### src/rtl/bcd_pkg.sv
// Shared BCD definitions: digit type, digit limits and a nibble validity check.
package bcd_pkg;

  localparam int unsigned BCD_W = 4;

  typedef logic [BCD_W-1:0] bcd_digit_t;

  localparam bcd_digit_t BCD_MAX = 4'd9;
  localparam bcd_digit_t BCD_MIN = 4'd0;

  // True when the nibble is a legal decimal digit (0..9).
  function automatic logic is_bcd(input bcd_digit_t nibble);
    return (nibble <= BCD_MAX);
  endfunction

endpackage : bcd_pkg

### src/rtl/bcd_digit.sv
// One BCD digit register with load, increment and decrement.
// Ports:
//   clk, reset      - clock, synchronous active-high reset
//   inc, dec        - step this digit up / down (inc has priority; top never asserts both)
//   load, load_val  - synchronous load of an already-validated digit
//   digit           - current digit value
//   is9, is0        - combinational decodes of digit
module bcd_digit
  import bcd_pkg::*;
(
  input  logic       clk,
  input  logic       reset,
  input  logic       inc,
  input  logic       dec,
  input  logic       load,
  input  bcd_digit_t load_val,
  output bcd_digit_t digit,
  output logic       is9,
  output logic       is0
);

  bcd_digit_t digit_q;
  bcd_digit_t digit_d;

  // Next digit value: load beats stepping; 9 rolls to 0 and 0 rolls to 9.
  always_comb begin
    digit_d = digit_q;
    if (load) begin
      digit_d = load_val;
    end else if (inc) begin
      digit_d = (digit_q == BCD_MAX) ? BCD_MIN : bcd_digit_t'(digit_q + 4'd1);
    end else if (dec) begin
      digit_d = (digit_q == BCD_MIN) ? BCD_MAX : bcd_digit_t'(digit_q - 4'd1);
    end
  end

  always_ff @(posedge clk) begin
    if (reset) begin
      digit_q <= BCD_MIN;
    end else begin
      digit_q <= digit_d;
    end
  end

  assign digit = digit_q;
  assign is9   = (digit_q == BCD_MAX);
  assign is0   = (digit_q == BCD_MIN);

endmodule : bcd_digit

### src/rtl/bcd_updown_counter_n.sv
// Multi-digit packed-BCD up/down counter with synchronous load, enable,
// wrap-or-saturate limits and registered carry/borrow/load-error pulses.
// Parameters:
//   DIGITS - number of BCD digits (>= 1)
//   WRAP   - 1: roll over at the limits, 0: saturate
// Ports:
//   clk, reset            - clock, synchronous active-high reset
//   en, up, down          - step request (exactly one of up/down with en)
//   load, load_value      - synchronous parallel load (rejected if any nibble > 9)
//   count                 - packed BCD count, digit 0 in [3:0]
//   carry_out, borrow_out - one-cycle pulse on max->0 / 0->max wrap
//   at_max, at_min        - combinational decodes of count
//   load_err              - one-cycle pulse when a load is rejected
module bcd_updown_counter_n
  import bcd_pkg::*;
#(
  parameter int unsigned DIGITS = 4,
  parameter bit          WRAP   = 1'b1
) (
  input  logic                  clk,
  input  logic                  reset,
  input  logic                  en,
  input  logic                  up,
  input  logic                  down,
  input  logic                  load,
  input  logic [4*DIGITS-1:0]   load_value,
  output logic [4*DIGITS-1:0]   count,
  output logic                  carry_out,
  output logic                  borrow_out,
  output logic                  at_max,
  output logic                  at_min,
  output logic                  load_err
);

  localparam int unsigned CNT_W = BCD_W * DIGITS;

  logic [DIGITS-1:0] is9;
  logic [DIGITS-1:0] is0;
  logic              all9;
  logic              all0;
  logic              load_ok;
  logic              step_up;
  logic              step_dn;
  logic              move_up;
  logic              move_dn;

  logic carry_q,    carry_d;
  logic borrow_q,   borrow_d;
  logic load_err_q, load_err_d;

  assign all9 = &is9;
  assign all0 = &is0;

  // Load is accepted only if every nibble is a legal digit.
  always_comb begin
    load_ok = 1'b1;
    for (int k = 0; k < int'(DIGITS); k++) begin
      load_ok = load_ok & is_bcd(load_value[BCD_W*k +: BCD_W]);
    end
  end

  // A step needs en and exactly one direction; load pre-empts stepping.
  assign step_up = en & up & ~down & ~load;
  assign step_dn = en & down & ~up & ~load;

  // In saturate mode a step at the limit is suppressed entirely.
  assign move_up = step_up & (WRAP | ~all9);
  assign move_dn = step_dn & (WRAP | ~all0);

  for (genvar g = 0; g < DIGITS; g++) begin : g_digit
    logic lower9;
    logic lower0;

    // Digit g steps only when every lower digit is at its roll-over value.
    if (g == 0) begin : g_lsd
      assign lower9 = 1'b1;
      assign lower0 = 1'b1;
    end else begin : g_upper
      assign lower9 = &is9[g-1:0];
      assign lower0 = &is0[g-1:0];
    end

    bcd_digit u_digit (
      .clk      (clk),
      .reset    (reset),
      .inc      (move_up & lower9),
      .dec      (move_dn & lower0),
      .load     (load & load_ok),
      .load_val (load_value[BCD_W*g +: BCD_W]),
      .digit    (count[BCD_W*g +: BCD_W]),
      .is9      (is9[g]),
      .is0      (is0[g])
    );
  end

  // Event pulses for the coming edge.
  always_comb begin
    carry_d    = step_up & all9 & WRAP;
    borrow_d   = step_dn & all0 & WRAP;
    load_err_d = load & ~load_ok;
  end

  always_ff @(posedge clk) begin
    if (reset) begin
      carry_q    <= 1'b0;
      borrow_q   <= 1'b0;
      load_err_q <= 1'b0;
    end else begin
      carry_q    <= carry_d;
      borrow_q   <= borrow_d;
      load_err_q <= load_err_d;
    end
  end

  assign carry_out  = carry_q;
  assign borrow_out = borrow_q;
  assign load_err   = load_err_q;
  assign at_max     = all9;
  assign at_min     = (count == CNT_W'(0));

endmodule : bcd_updown_counter_n

### config.mk
export PLATFORM = sky130hd
export DESIGN_NAME = bcd_updown_counter_n
export DESIGN_NICKNAME = d
export VERILOG_FILES = /design/src/rtl/bcd_pkg.sv /design/src/rtl/bcd_digit.sv /design/src/rtl/bcd_updown_counter_n.sv
export SDC_FILE = /design/constraint.sdc
export NUM_CORES = 1
export LEC_CHECK = 0
export BUFFER_PORTS_ARGS = -buffer_cell sky130_fd_sc_hd__clkbuf_2
export CAP_MARGIN = 5
export CORE_MARGIN = 5
export CORE_UTILIZATION = 45
export CTS_CLUSTER_SIZE = 40
export DETAILED_ROUTE_END_ITERATION = 16
export GPL_TIMING_DRIVEN = 0
export PLACE_DENSITY = 0.73
export SYNTH_ARGS = -nofsm -noshare
export SYNTH_HDL_FRONTEND = slang
export SYNTH_SLANG_ARGS = --single-unit
### constraint.sdc
create_clock -name clk -period 2.5 [get_ports clk]
set_clock_uncertainty 0.2 [all_clocks]
set_input_delay 0 -clock clk [delete_from_list [all_inputs] [get_ports clk]]
set_output_delay 0 -clock clk [all_outputs]
set_load 0.005 [all_outputs]
# --- Word level (Yosys, flattened, before mapping) ---
# Index checks and enable logic that the tools add are counted.
word_totals:
  rom_bits: 0
  memories: 0
  output_inout_bits: 21
  latch_bits: 0
  reg_bits: 19
  elab_cells: 81
  ramBits: 0
classes:
  magnitude_cmp: 4
  shifts: 0
  div_mod_pow: 0
  n_addsub: 8
  bitwise_logic: 23
  n_mux: 20
  reduce_logical: 15
  mul: 0
  eq_ne: 4
op_table:
  columns: ["op", "count"]
  rows:
  - ["4-bit two-way mux", 20]
  - ["1-bit bitwise AND", 19]
  - ["4-bit by 1-bit adder with 4-bit output, second input constant", 4]
  - ["4-bit equality test, second input constant", 4]
  - ["4-bit less-or-equal comparator, second input constant", 4]
  - ["16-bit zero test", 1]
  - ["4-bit zero test", 4]
  - ["4-bit by 1-bit subtractor with 4-bit output, second input constant", 4]
  - ["3-bit nonzero test", 4]
  - ["4-bit AND reduction", 2]
  - ["3-bit AND reduction", 2]
  - ["1-bit inverter", 4]
  - ["2-bit AND reduction", 2]

# --- Logic depth before layout (Yosys ltp) ---
# Gate-level depths: netlist of run 1.
logic_depth:
  depth_word: 7
  ltp_mapped: 8
  mapped_depth_nobuf: 5

# --- By module ---
# A second synthesis of run 1 with hierarchy kept.
unflattened:
  hier_cells: 218
  area_unflattened_um2: 1586.5
by_module_without_submodules:
  columns: ["module", "seq_area_each_um2", "cells_each", "n_inst", "area_per_inst_um2"]
  rows:
  - ["bcd_digit", 80.1, 47, 4, 337.8]
  - ["bcd_updown_counter_n", 60.1, 30, 1, 235.2]

# --- Least setup slack after synthesis of run 1 ---
# OpenSTA, ideal clock, no wires.
synth_timing:
  path_kind: "register -> register"
  startpoint: "register g_digit[2].u_digit.digit_q[3]"
  endpoint: "register g_digit[3].u_digit.digit_q[2]"
  n_path_buf: 2
  arrival_time_ps: 1956
  path_stages_with_launch: 8
  setup_slack_ps: 222
  period_less_slack_ps: 2278
  setup_time_ps: 122
  cell_sequence: "dfxtp_1 > clkbuf_1 > nor4bb_1 > and4_1 > buf_2 > mux2_1 > a211oi_1 > o21ai_1"
synth_between:
  elab_chain_cells: 5
  word_cells_on_any_way: 9
  cone_classes: "1 x eq/ne; 2 x mux; 2 x bitwise; 4 x reduce/logical"
synth_rtl:
  columns: ["item", "line_no", "source"]
  rows:
  - ["start: declaration", "bcd_digit.sv:22", "bcd_digit_t digit_q;"]
  - ["start signal: assignment", "bcd_digit.sv:41", "digit_q <= digit_d;"]
  - ["4-bit equality test", "bcd_digit.sv:46", "assign is9 = (digit_q == BCD_MAX);"]
  - ["3-bit AND reduction", "bcd_updown_counter_n.sv:79", "assign lower9 = &is9[g-1:0];"]
  - ["1-bit bitwise AND", "bcd_updown_counter_n.sv:86", ".inc (move_up & lower9),"]
  - ["4-bit two-way mux", "bcd_digit.sv:30", "end else if (inc) begin"]
  - ["4-bit two-way mux", "bcd_digit.sv:28", "if (load) begin"]
  - ["end signal: assignment", "bcd_digit.sv:41", null]
  - ["end: declaration", "bcd_digit.sv:22", null]
# Several ways; a longest one is shown, not always the timed one.
# A chain may end at the register's enable or synchronous reset.

# --- Worst setup path after layout of run 1 ---
layout_timing:
  startpoint: "input load"
  endpoint: "register g_digit[2].u_digit.digit_q[2]"
layout_between:
  elab_chain_cells: 5
  word_cells_on_any_way: 9
  cone_classes: "2 x mux; 6 x bitwise; 1 x reduce/logical"
layout_rtl:
  columns: ["item", "line_no", "source"]
  rows:
  - ["start: declaration", "bcd_updown_counter_n.sv:25", "input logic load,"]
  - ["1-bit inverter", "bcd_updown_counter_n.sv:63, bcd_updown_counter_n.sv:64", null]
  - ["1-bit bitwise AND", "bcd_updown_counter_n.sv:63", "assign step_up = en & up & ~down & ~load;"]
  - ["1-bit bitwise AND", "bcd_updown_counter_n.sv:86", null]
  - ["4-bit two-way mux", "bcd_digit.sv:30", null]
  - ["4-bit two-way mux", "bcd_digit.sv:28", null]
# Several ways; a longest one is shown, not always the timed one.

==> results of run 1 <==
==> synth_stat cells (all sizes together) (4+ instances only) <==
cell type,n,area (µm²)
nor2,22,82.6
dfxtp,19,380
nand2,19,71.3
o21ai,16,80.1
clkbuf,15,106
buf,8,58.8
nor3,8,45.0
a21oi,7,35.0
nand3,7,35.0
nor4,6,37.5
a211oi,5,37.5
a21boi,5,37.5
a31oi,4,25.0
mux2,4,45.0
nand4,4,25.0
nor4bb,4,40.0
xnor2,4,35.0
xor2,4,35.0
==> registers in the layout (all words and copies together) (netlist names) <==
| register | count |
|---|---|
| g_digit.u_digit.digit | 16 |
| load_err | 1 |
| borrow_out | 1 |
| carry_out | 1 |
==> metal layers <==
metal / part of all wire (%) / global-route usage [%] / vias to the layer above
met2: 48 / 34.0 / 56
met5: 0 / 0 / -
met3: 5.4 / 2.24 / 8
li1: - / - / 964
met4: 1.3 / 3.97 / 0
met1: 46 / 26.9 / 900
==> cell families (layout without fill, tap and decap cells) <==
kind of cell / count (synthesis) / count (layout)
compound gates: 61 / 61
xor+xnor: 8 / 8
buf+inv: 24 / 88
flops: 19 / 19
mux: 6 / 6
simple gates: 102 / 102
==> critical path: cells and delay by family <==
| kind | cells | cell delay, ps |
|---|---|---|
| buffers and inverters | 2 | 700 |
| AOI/OAI and AO/OA | 2 | 530 |
| and+or+nand+nor | 3 | 1030 |
==> metrics by stage <==
step | total power [mW] | cells | setup WS, ps | cell area, µm² | TNS [ps]
3_5_place_dp | 0.602 | 310 | -61.0 | 1980 | -120
4_1_cts | 0.851 | 333 | 22.1 | 2220 | 0
5_1_grt | 0.906 | 332 | 45.8 | 2240 | 0
2_1_floorplan | 0.517 | 220 | 222 | 1710 | 0
3_3_place_gp | 0.598 | 310 | -21.6 | 1980 | -34.8
6_report | 0.851 | 332 | 209 | 2240 | 0
==> power groups by stage <==
| stage | Sequential [mW] | Clock, mW | Combinational (mW) |
|---|---|---|---|
| global route | 0.342 | 0.249 | 0.316 |
| finish | 0.339 | 0.225 | 0.287 |
| CTS | 0.336 | 0.231 | 0.284 |
| detailed placement | 0.343 | 0 | 0.259 |
| floorplan | 0.342 | 0 | 0.175 |
| global placement | 0.342 | 0 | 0.256 |
==> what timing repair did <==
action	CTS	global route
endpoints found under the hold margin	18	0
gates resized for setup	1	3
setup endpoints to repair	2	2
gates cloned	0	0
hold buffers	19	0
==> area by class of cell <==
class	count	area [µm²]
buffer	22	161
clock buffer	3	41.3
clock inverter	1	5.00
fill	345	1420
inverter	1	3.75
multi-input combinational	177	1190
sequential	19	380
tap	48	60.1
timing repair buffer	61	400
==> cell usage in the layout (no fill, tap or decap), types with 3 or more instances in the layout <==
master	n
sky130_fd_sc_hd__a211oi_1	5
sky130_fd_sc_hd__a21boi_0	5
sky130_fd_sc_hd__a21oi_1	7
sky130_fd_sc_hd__a311oi_1	3
sky130_fd_sc_hd__a31oi_1	4
sky130_fd_sc_hd__and4_1	3
sky130_fd_sc_hd__buf_2	5
sky130_fd_sc_hd__buf_6	3
sky130_fd_sc_hd__clkbuf_1	9
sky130_fd_sc_hd__clkbuf_2	42
sky130_fd_sc_hd__clkbuf_8	8
sky130_fd_sc_hd__dfxtp_1	19
sky130_fd_sc_hd__dlygate4sd3_1	19
sky130_fd_sc_hd__nand2_1	19
sky130_fd_sc_hd__nand3_1	7
sky130_fd_sc_hd__nand4_1	4
sky130_fd_sc_hd__nand4b_1	3
sky130_fd_sc_hd__nor2_1	22
sky130_fd_sc_hd__nor3_1	7
sky130_fd_sc_hd__nor3b_1	3
sky130_fd_sc_hd__nor4_1	6
sky130_fd_sc_hd__o21ai_0	14
sky130_fd_sc_hd__or3_1	3
sky130_fd_sc_hd__xnor2_1	4
sky130_fd_sc_hd__xor2_1	4
==> worst min path at each step <==
| stage | to | depth (start not counted) |
|---|---|---|
| 6_report | g_digit[0].u_digit.digit[3]$_SDFFE_PP0P_ | 4 |
| 5_1_grt | g_digit[0].u_digit.digit[3]$_SDFFE_PP0P_ | 4 |
| 4_1_cts | g_digit[0].u_digit.digit[3]$_SDFFE_PP0P_ | 4 |
| 3_5_place_dp | g_digit[2].u_digit.digit[0]$_SDFFE_PP0P_ | 3 |
| 3_3_place_gp | g_digit[3].u_digit.digit[0]$_SDFFE_PP0P_ | 3 |
| 2_1_floorplan | g_digit[2].u_digit.digit[1]$_SDFFE_PP0P_ | 1 |
==> results_dict.tcl, run 1 <==
set metrics [dict create \
    ctsHtreeMaxLevel 1 \
    type_of_the_worst_setup_path "in -> reg" \
    cts_sinks 19 \
    top_level_ports 43 \
    floorplan.rows 22 \
    port_buffers 42 \
    grt_pass1_vias 1775 \
    floorplan.core_area_um2 3660 \
    cellLeakagePower_nw 0.889 \
    worst-r2r-setup-slack_ps 210 \
    dominant_combinational_cell_family_by_area_after_synthesis "simple AND/OR/NAND/NOR gates" \
    r2r.worst_path.cells 6 \
    synthXorXnorAreaFrac_pct 4.09 \
    critical_path.cell_chain "dlygate4sd3_1 > clkbuf_2 > nor4bb_1 > and3_1 > nor2_1 > o31a_1 > a211oi_1" \
    critical_path_capture_point "g_digit[2].u_digit.digit[2]$_SDFFE_PP0P_" \
    die-width_um 71.7 \
    place.detailed.hpwl_um 3630 \
    routabilityCongestion 0.863 \
    dominantRegCellSynth "sky130_fd_sc_hd__dfxtp_1" \
    mean_routed_wirelength_per_cell_um 15.2 \
    drive_above_1_share_pct 25.0 \
    groute.usage.overall_pct 19.9 \
    effective_utilization_at_floorplan_pct 46.8 \
    final_antenna_net_count 0 \
    reg2reg_launch_point "g_digit[0].u_digit.digit[1]$_SDFFE_PP0P_" \
    tritoncts "done" \
    worst_path_largest_cell_delay_ps 620 \
    max-clock-path-buffers 2 \
    power-per-cell-area_nw_per_um2 379 \
    syn-num-nets 242 \
    nets 307 \
    worst_setup_path_end_kind "flop" \
    p_clk_share_pct 26.4 \
    yosys_register_bits 19 \
    comb_power_share_pct 33.8 \
    grt_first_pass_wirelength_um 8340 \
    syn_area_cell_um2 7.78 \
    slew_violations 0 \
    max-cap-violations 0 \
    finalCoreUtilization_pct 61.3 \
    floorplan.die_area_um2 5140 \
    grt_remaining_overflow 0 \
    postSynthCellCount 220 \
    cpMaxStageDelayCell "sky130_fd_sc_hd__nor4bb_1" \
    synth_edf_count 0 \
    residual_drc_count 0 \
    asyncSetResetFlopFracSynth_pct 0 \
    die_h_um 71.7 \
    synth_simple_gate_area_share_pct 35.5 \
    period_needed_ps 2290 \
    worstHoldStart "en" \
    setup_repair_after_global_routing_missed_its_margin "no" \
    fmax_ghz 0.437 \
    routed-via-count 1928 \
    slew-limit-headroom_pct 54.5 \
    grt_max_degree 12 \
    synth.distinct_cells 60 \
    synth_mux_area_share_pct 3.80 \
    hold_viol_final 0 \
    synth_compound_area_share_pct 24.6 \
    switching_share_pct 32.8 \
    cts.reportedPaths.clkPinSlew_ps 80 \
    antenna-diode-count 0 \
    syn2layout_area_growth_pct 31.1 \
    clock_tree.root_cell "sky130_fd_sc_hd__clkbuf_8" \
    cts-buffers-inserted 3 \
    detail_route.wirelength_um 5040 \
    setup_violations 0 \
    cp.arrival_ps 2270 \
    worst_hold_slack_ps 32.8 \
    cp_data_required_time_ps 2480 \
    critPathMaxFanout 8 \
    detail_route.first_pass.iterations 4 \
    p_seq_share_pct 39.8 \
    status "finished clean" \
    int_pwr_uw 571 \
    worstReg2RegEnd "g_digit[2].u_digit.digit[2]$_SDFFE_PP0P_" \
    viasPerCell 5.81 \
    antenna_violations_before_repair 0 \
    worst-slew-pin-transition_ps 673 \
    worst_setup_path_startpoint "load" \
    startpoint_type "primary input" \
    cts_setup_buffers 0 \
    worst_hold_path_type "in -> reg" \
    synth_area_um2 1710 \
    ys_warn_count 0 \
    sequential_area_share_after_synthesis_pct 22.2 \
    detail_route.iter0.violations 132 \
    synth_adder_area_share_pct 0 \
    post-route-period-util_pct 91.6 \
    worst_skew_pair.late_latency_ps 260 \
    switchingPower_uw 279 \
    vdd_drop_max_v 0.000247 \
]
No activity file was read; power rests on OpenSTA's default activity.
==> inputs of run 2 (changes only) <==
Settings changed: CORE_ASPECT_RATIO set to 1.5.
==> results_dict.tcl, run 2 (same netlist as run 1, synthesis figures left out) <==
set metrics [dict create \
    antenna-diode-count 0 \
    nets 308 \
    antenna_violations_before_repair 0 \
    setup_violations 0 \
    routed-via-count 1946 \
    worst_skew_pair.late_latency_ps 260 \
    layout.cell_area.non_filler_um2 2260 \
    worst-slew-pin-transition_ps 671 \
    floorplan.die_area_um2 5160 \
    startpoint_type "flop" \
    groute.usage.overall_pct 21.2 \
    critPathMaxFanout 10 \
    grt_pass1_vias 1823 \
    tritoncts "done" \
    type_of_the_worst_setup_path "reg -> reg" \
    max-cap-violations 0 \
    top_level_ports 43 \
    detail_route.first_pass.iterations 4 \
    port_buffers 42 \
    clock_tree.root_cell "sky130_fd_sc_hd__clkbuf_8" \
    residual_drc_count 0 \
    cts-buffers-inserted 3 \
    slew_violations 0 \
    grt_max_degree 11 \
    largest_reg_flops 16 \
    syn2layout_area_growth_pct 31.8 \
    status "finished clean" \
    pre_cts_slack_ps -112 \
    slew-limit-headroom_pct 54.7 \
    drive_above_1_share_pct 25.6 \
    cts_setup_buffers 0 \
    floorplan.rows 27 \
    fmax_ghz 0.420 \
    detail_route.iter0.violations 78 \
    die-width_um 60.4 \
    number_of_cells_after_detailed_placement 305 \
    grt_first_pass_wirelength_um 8470 \
    detail_route.wirelength_um 5280 \
    placement.cell_area_um2 1980 \
    most-common-layout-cells "42 x sky130_fd_sc_hd__clkbuf_2, 22 x sky130_fd_sc_hd__nor2_1, 20 x sky130_fd_sc_hd__dlygate4sd3_1" \
    worst_hold_path_type "in -> reg" \
    grt_remaining_overflow 0 \
    routabilityCongestion 0.904 \
    worst_setup_path_end_kind "flop" \
    power-per-cell-area_nw_per_um2 380 \
    cp.arrival_ps 2390 \
    layout.cells.most_common "sky130_fd_sc_hd__clkbuf_2" \
    cts_sinks 19 \
    mean_routed_wirelength_per_cell_um 16.1 \
    max-clock-path-buffers 2 \
    final_cell_count_no_fill 328 \
    effective_utilization_at_floorplan_pct 46.5 \
    die_h_um 85.5 \
    cts.reportedPaths.clkPinSlew_ps 70 \
    post-route-period-util_pct 95.2 \
    final_antenna_net_count 0 \
    hold_viol_final 0 \
    layout_setup_ws_ps 120 \
    period_needed_ps 2380 \
    ctsHtreeMaxLevel 1 \
    cellLeakagePower_nw 0.896 \
    floorplan.core_area_um2 3680 \
    viasPerCell 5.93 \
    cp_data_required_time_ps 2510 \
    place.detailed.hpwl_um 3690 \
    setup_repair_after_global_routing_missed_its_margin "no" \
    vdd_drop_max_v 0.000262 \
    design_power_total_uw 857 \
]
## run 2: cell types whose count changed in the layout (fill, tap and decap cells not counted)
cell                            previous run  this run
sky130_fd_sc_hd__dfxtp_2                   0         1
sky130_fd_sc_hd__dfxtp_1                  19        18
sky130_fd_sc_hd__buf_2                     5         6
sky130_fd_sc_hd__nor4_1                    6         5
sky130_fd_sc_hd__nor4_2                    0         1
sky130_fd_sc_hd__dlygate4sd3_1            19        20
sky130_fd_sc_hd__clkinv_2                  1         0
sky130_fd_sc_hd__o21ai_0                  14        13
sky130_fd_sc_hd__o21ai_1                   2         3
## run 2: metal layers
metal / vias up / global-route usage (%) / part of all wire, %
met5: - / 0 / 0
met4: 0 / 9.88 / 2.5
met3: 11 / 2.71 / 5.0
met2: 65 / 37.9 / 53
met1: 902 / 23.9 / 39
li1: 968 / - / -
## run 2: power breakdown
part	total [mW]	switching (mW)	internal, mW
clock	0.224	0.110	0.114
sequential	0.340	0.0196	0.321
combinational	0.293	0.150	0.143
## run 2: timing repair
action | in CTS | in global routing
gates resized for setup | 3 | 7
endpoints found under the setup margin | 2 | 4
hold buffers | 20 | 0
endpoints found under the hold margin | 19 | 0
pin swaps | 0 | 1
## run 2: per-stage QoR
step                utilization, %  setup TNS (ps)  hold WS (ps)
floorplan                        -               0          -128
global placement              53.7            -155          28.7
detailed placement            53.7            -208          32.4
CTS                           60.9               0          23.1
global route                  61.3               0          69.4
finish                        61.3               0          32.1
## run 2: path summary, 6_finish.rpt
check | slack (ps) | end | start | depth (start not counted)
max | 120 | g_digit[0].u_digit.digit[3]$_SDFFE_PP0P_ | g_digit[0].u_digit.digit[2]$_SDFFE_PP0P_ | 7
min | 30 | borrow_out$_SDFF_PP0_ | load | 3
max reg2reg | 120 | g_digit[0].u_digit.digit[3]$_SDFFE_PP0P_ | g_digit[0].u_digit.digit[2]$_SDFFE_PP0P_ | 7
min reg2reg | 420 | g_digit[2].u_digit.digit[3]$_SDFFE_PP0P_ | g_digit[2].u_digit.digit[3]$_SDFFE_PP0P_ | 2
## run 2: final cells by class
type | instances | area [µm²]
well taps | 43 | 53.8
repair buffers | 62 | 410
clock buffers | 4 | 45.0
fillers | 360 | 1430
inverters | 1 | 3.75
plain buffers | 22 | 163
flip-flops and latches | 19 | 382
multi-input cells | 177 | 1200
## run 2: critical path, cell delays in order, from the launching register on
cell	delay (ps)
sky130_fd_sc_hd__dfxtp_1	440
sky130_fd_sc_hd__clkbuf_1	360
sky130_fd_sc_hd__nor2_1	80
sky130_fd_sc_hd__a22oi_1	180
sky130_fd_sc_hd__o21a_1	130
sky130_fd_sc_hd__a21oi_1	40
sky130_fd_sc_hd__a311oi_1	310
sky130_fd_sc_hd__dlygate4sd3_1	580
==> inputs of run 3 (changes only) <==
Settings changed: BUFFER_PORTS_ARGS -buffer_cell sky130_fd_sc_hd__clkbuf_2 to -buffer_cell sky130_fd_sc_hd__buf_4, TNS_END_PERCENT set to 10.
==> results_dict.tcl, run 3 (same netlist as run 1, synthesis figures left out) <==
set metrics [dict create \
    period_needed_ps 2390 \
    status "finished clean" \
    detail_route.first_pass.iterations 4 \
    clock_tree.root_cell "sky130_fd_sc_hd__clkbuf_8" \
    floorplan.die_area_um2 5160 \
    slew_violations 0 \
    max-cap-violations 0 \
    setup_repair_after_global_routing_missed_its_margin "no" \
    p_clk_share_pct 25.5 \
    grt_pass1_vias 1788 \
    cpMaxStageDelayCell "sky130_fd_sc_hd__nor4_1" \
    worst_hold_path_type "in -> reg" \
    ctsHtreeMaxLevel 1 \
    worst_setup_path_startpoint "g_digit[1].u_digit.digit[2]$_SDFFE_PP0P_" \
    grt_first_pass_wirelength_um 8610 \
    layout.cells.most_common "sky130_fd_sc_hd__buf_4" \
    grt_remaining_overflow 0 \
    startpoint_type "flop" \
    busiest_layer "met2" \
    cellLeakagePower_nw 0.918 \
    worstHoldStart "en" \
    final_antenna_net_count 0 \
    placement.cell_area_um2 2080 \
    die-width_um 60.4 \
    post-route-period-util_pct 95.5 \
    finalSetupTns_ps 0 \
    fmax_ghz 0.419 \
    routed-via-count 1939 \
    switchingPower_uw 280 \
    comb_power_share_pct 35.8 \
    final_cell_count_no_fill 327 \
    hold_viol_final 0 \
    type_of_the_worst_setup_path "reg -> reg" \
    viasPerCell 5.93 \
    cp_data_required_time_ps 2470 \
    critical_path.cell_chain "buf_2 > nor4_1 > and3_1 > nor2_1 > o31a_1 > a211oi_1" \
    power-per-cell-area_nw_per_um2 373 \
    grt.met2_usage_pct 37.6 \
    layout_setup_ws_ps 113 \
    tritoncts "done" \
    residual_drc_count 0 \
    mean_routed_wirelength_per_cell_um 16.3 \
    grt_max_degree 12 \
    die_h_um 85.5 \
    syn2layout_area_growth_pct 37.6 \
    place.detailed.hpwl_um 3660 \
    detail_route.iter0.violations 73 \
    vdd_drop_max_v 0.000316 \
    effective_utilization_at_floorplan_pct 46.5 \
    cts_setup_buffers 0 \
    number_of_cells_after_detailed_placement 305 \
    top_level_ports 43 \
    nets 307 \
    worst-slew-pin-transition_ps 644 \
    switching_share_pct 32.0 \
    largest_reg_flops 16 \
    worst_setup_path_end_kind "flop" \
    cp.arrival_ps 2360 \
    antenna_violations_before_repair 0 \
    reg2reg_launch_point "g_digit[1].u_digit.digit[2]$_SDFFE_PP0P_" \
    max-clock-path-buffers 2 \
    setup_violations 0 \
    drive_above_1_share_pct 25.4 \
    cts_sinks 19 \
    layout.cell_area.non_filler_um2 2350 \
    cts-buffers-inserted 3 \
    routabilityCongestion 0.902 \
    detail_route.wirelength_um 5330 \
    most-common-layout-cells "42 x sky130_fd_sc_hd__buf_4, 22 x sky130_fd_sc_hd__nor2_1, 19 x sky130_fd_sc_hd__nand2_1, 19 x sky130_fd_sc_hd__dfxtp_1, 19 x sky130_fd_sc_hd__dlygate4sd3_1" \
    use_met1_pct 26.8 \
    global_route.usage.met3_pct 1.66 \
    antenna-diode-count 0 \
    worst_skew_pair.late_latency_ps 260 \
    groute.usage.overall_pct 21.7 \
    worst_path_largest_cell_delay_ps 600 \
    critPathMaxFanout 10 \
    pre_cts_slack_ps -99.0 \
    cts.reportedPaths.clkPinSlew_ps 80 \
    int_pwr_uw 597 \
    p_seq_share_pct 38.7 \
    slew-limit-headroom_pct 56.7 \
    floorplan.core_area_um2 3680 \
    design_power_total_uw 877 \
    floorplan.rows 27 \
    port_buffers 42 \
]
[run 3: cell type report]
class                   instances  area [µm²]
plain buffers                  22         161
clock buffers                   4        45.0
fillers                       336        1330
inverters                       1        3.75
multi-input cells             177        1200
flip-flops and latches         19         380
well taps                      43        53.8
repair buffers                 61         505
[run 3: worst max-delay path, delay by kind of cell (launching register included)]
family | cells | cell delay, ps
AND/OR/NAND/NOR | 3 | 1030
AO/OA/AOI/OAI | 2 | 560
flip-flops | 1 | 320
buffers and inverters | 1 | 190
[run 3: final timing paths]
kind,endpoint,slack [ps],depth (start not counted)
max,g_digit[2].u_digit.digit[2]$_SDFFE_PP0P_,110,6
min,g_digit[0].u_digit.digit[3]$_SDFFE_PP0P_,50,4
max reg2reg,g_digit[2].u_digit.digit[2]$_SDFFE_PP0P_,110,6
min reg2reg,g_digit[3].u_digit.digit[3]$_SDFFE_PP0P_,480,2
[run 3: per-layer routing]
layer,share of wire [%],wire length [µm]
met5,0,0
met1,40,2140
met2,52,2750
met4,2.6,140
met3,5.6,297
[run 3: metrics by stage]
stage | hold WS (ps) | util [%]
floorplan | -128 | -
global placement | 33.3 | 56.5
detailed placement | 36.8 | 56.5
CTS | 25.9 | 63.0
global route | 78.9 | 63.9
finish | 52.3 | 63.9
[run 3: what timing repair did]
item	in CTS	in global routing
hold buffers	19	0
cloned	0	0
hold endpoints to repair	19	0
endpoints found under the setup margin	2	3
resized for setup	1	5
[run 3: power by group through the flow]
stage	Sequential, mW	Combinational (mW)	Clock [mW]
after global placement	0.343	0.279	0
after floorplan	0.342	0.175	0
after CTS	0.338	0.304	0.226
after global routing	0.343	0.344	0.242
after detailed placement	0.343	0.281	0
final	0.339	0.314	0.224
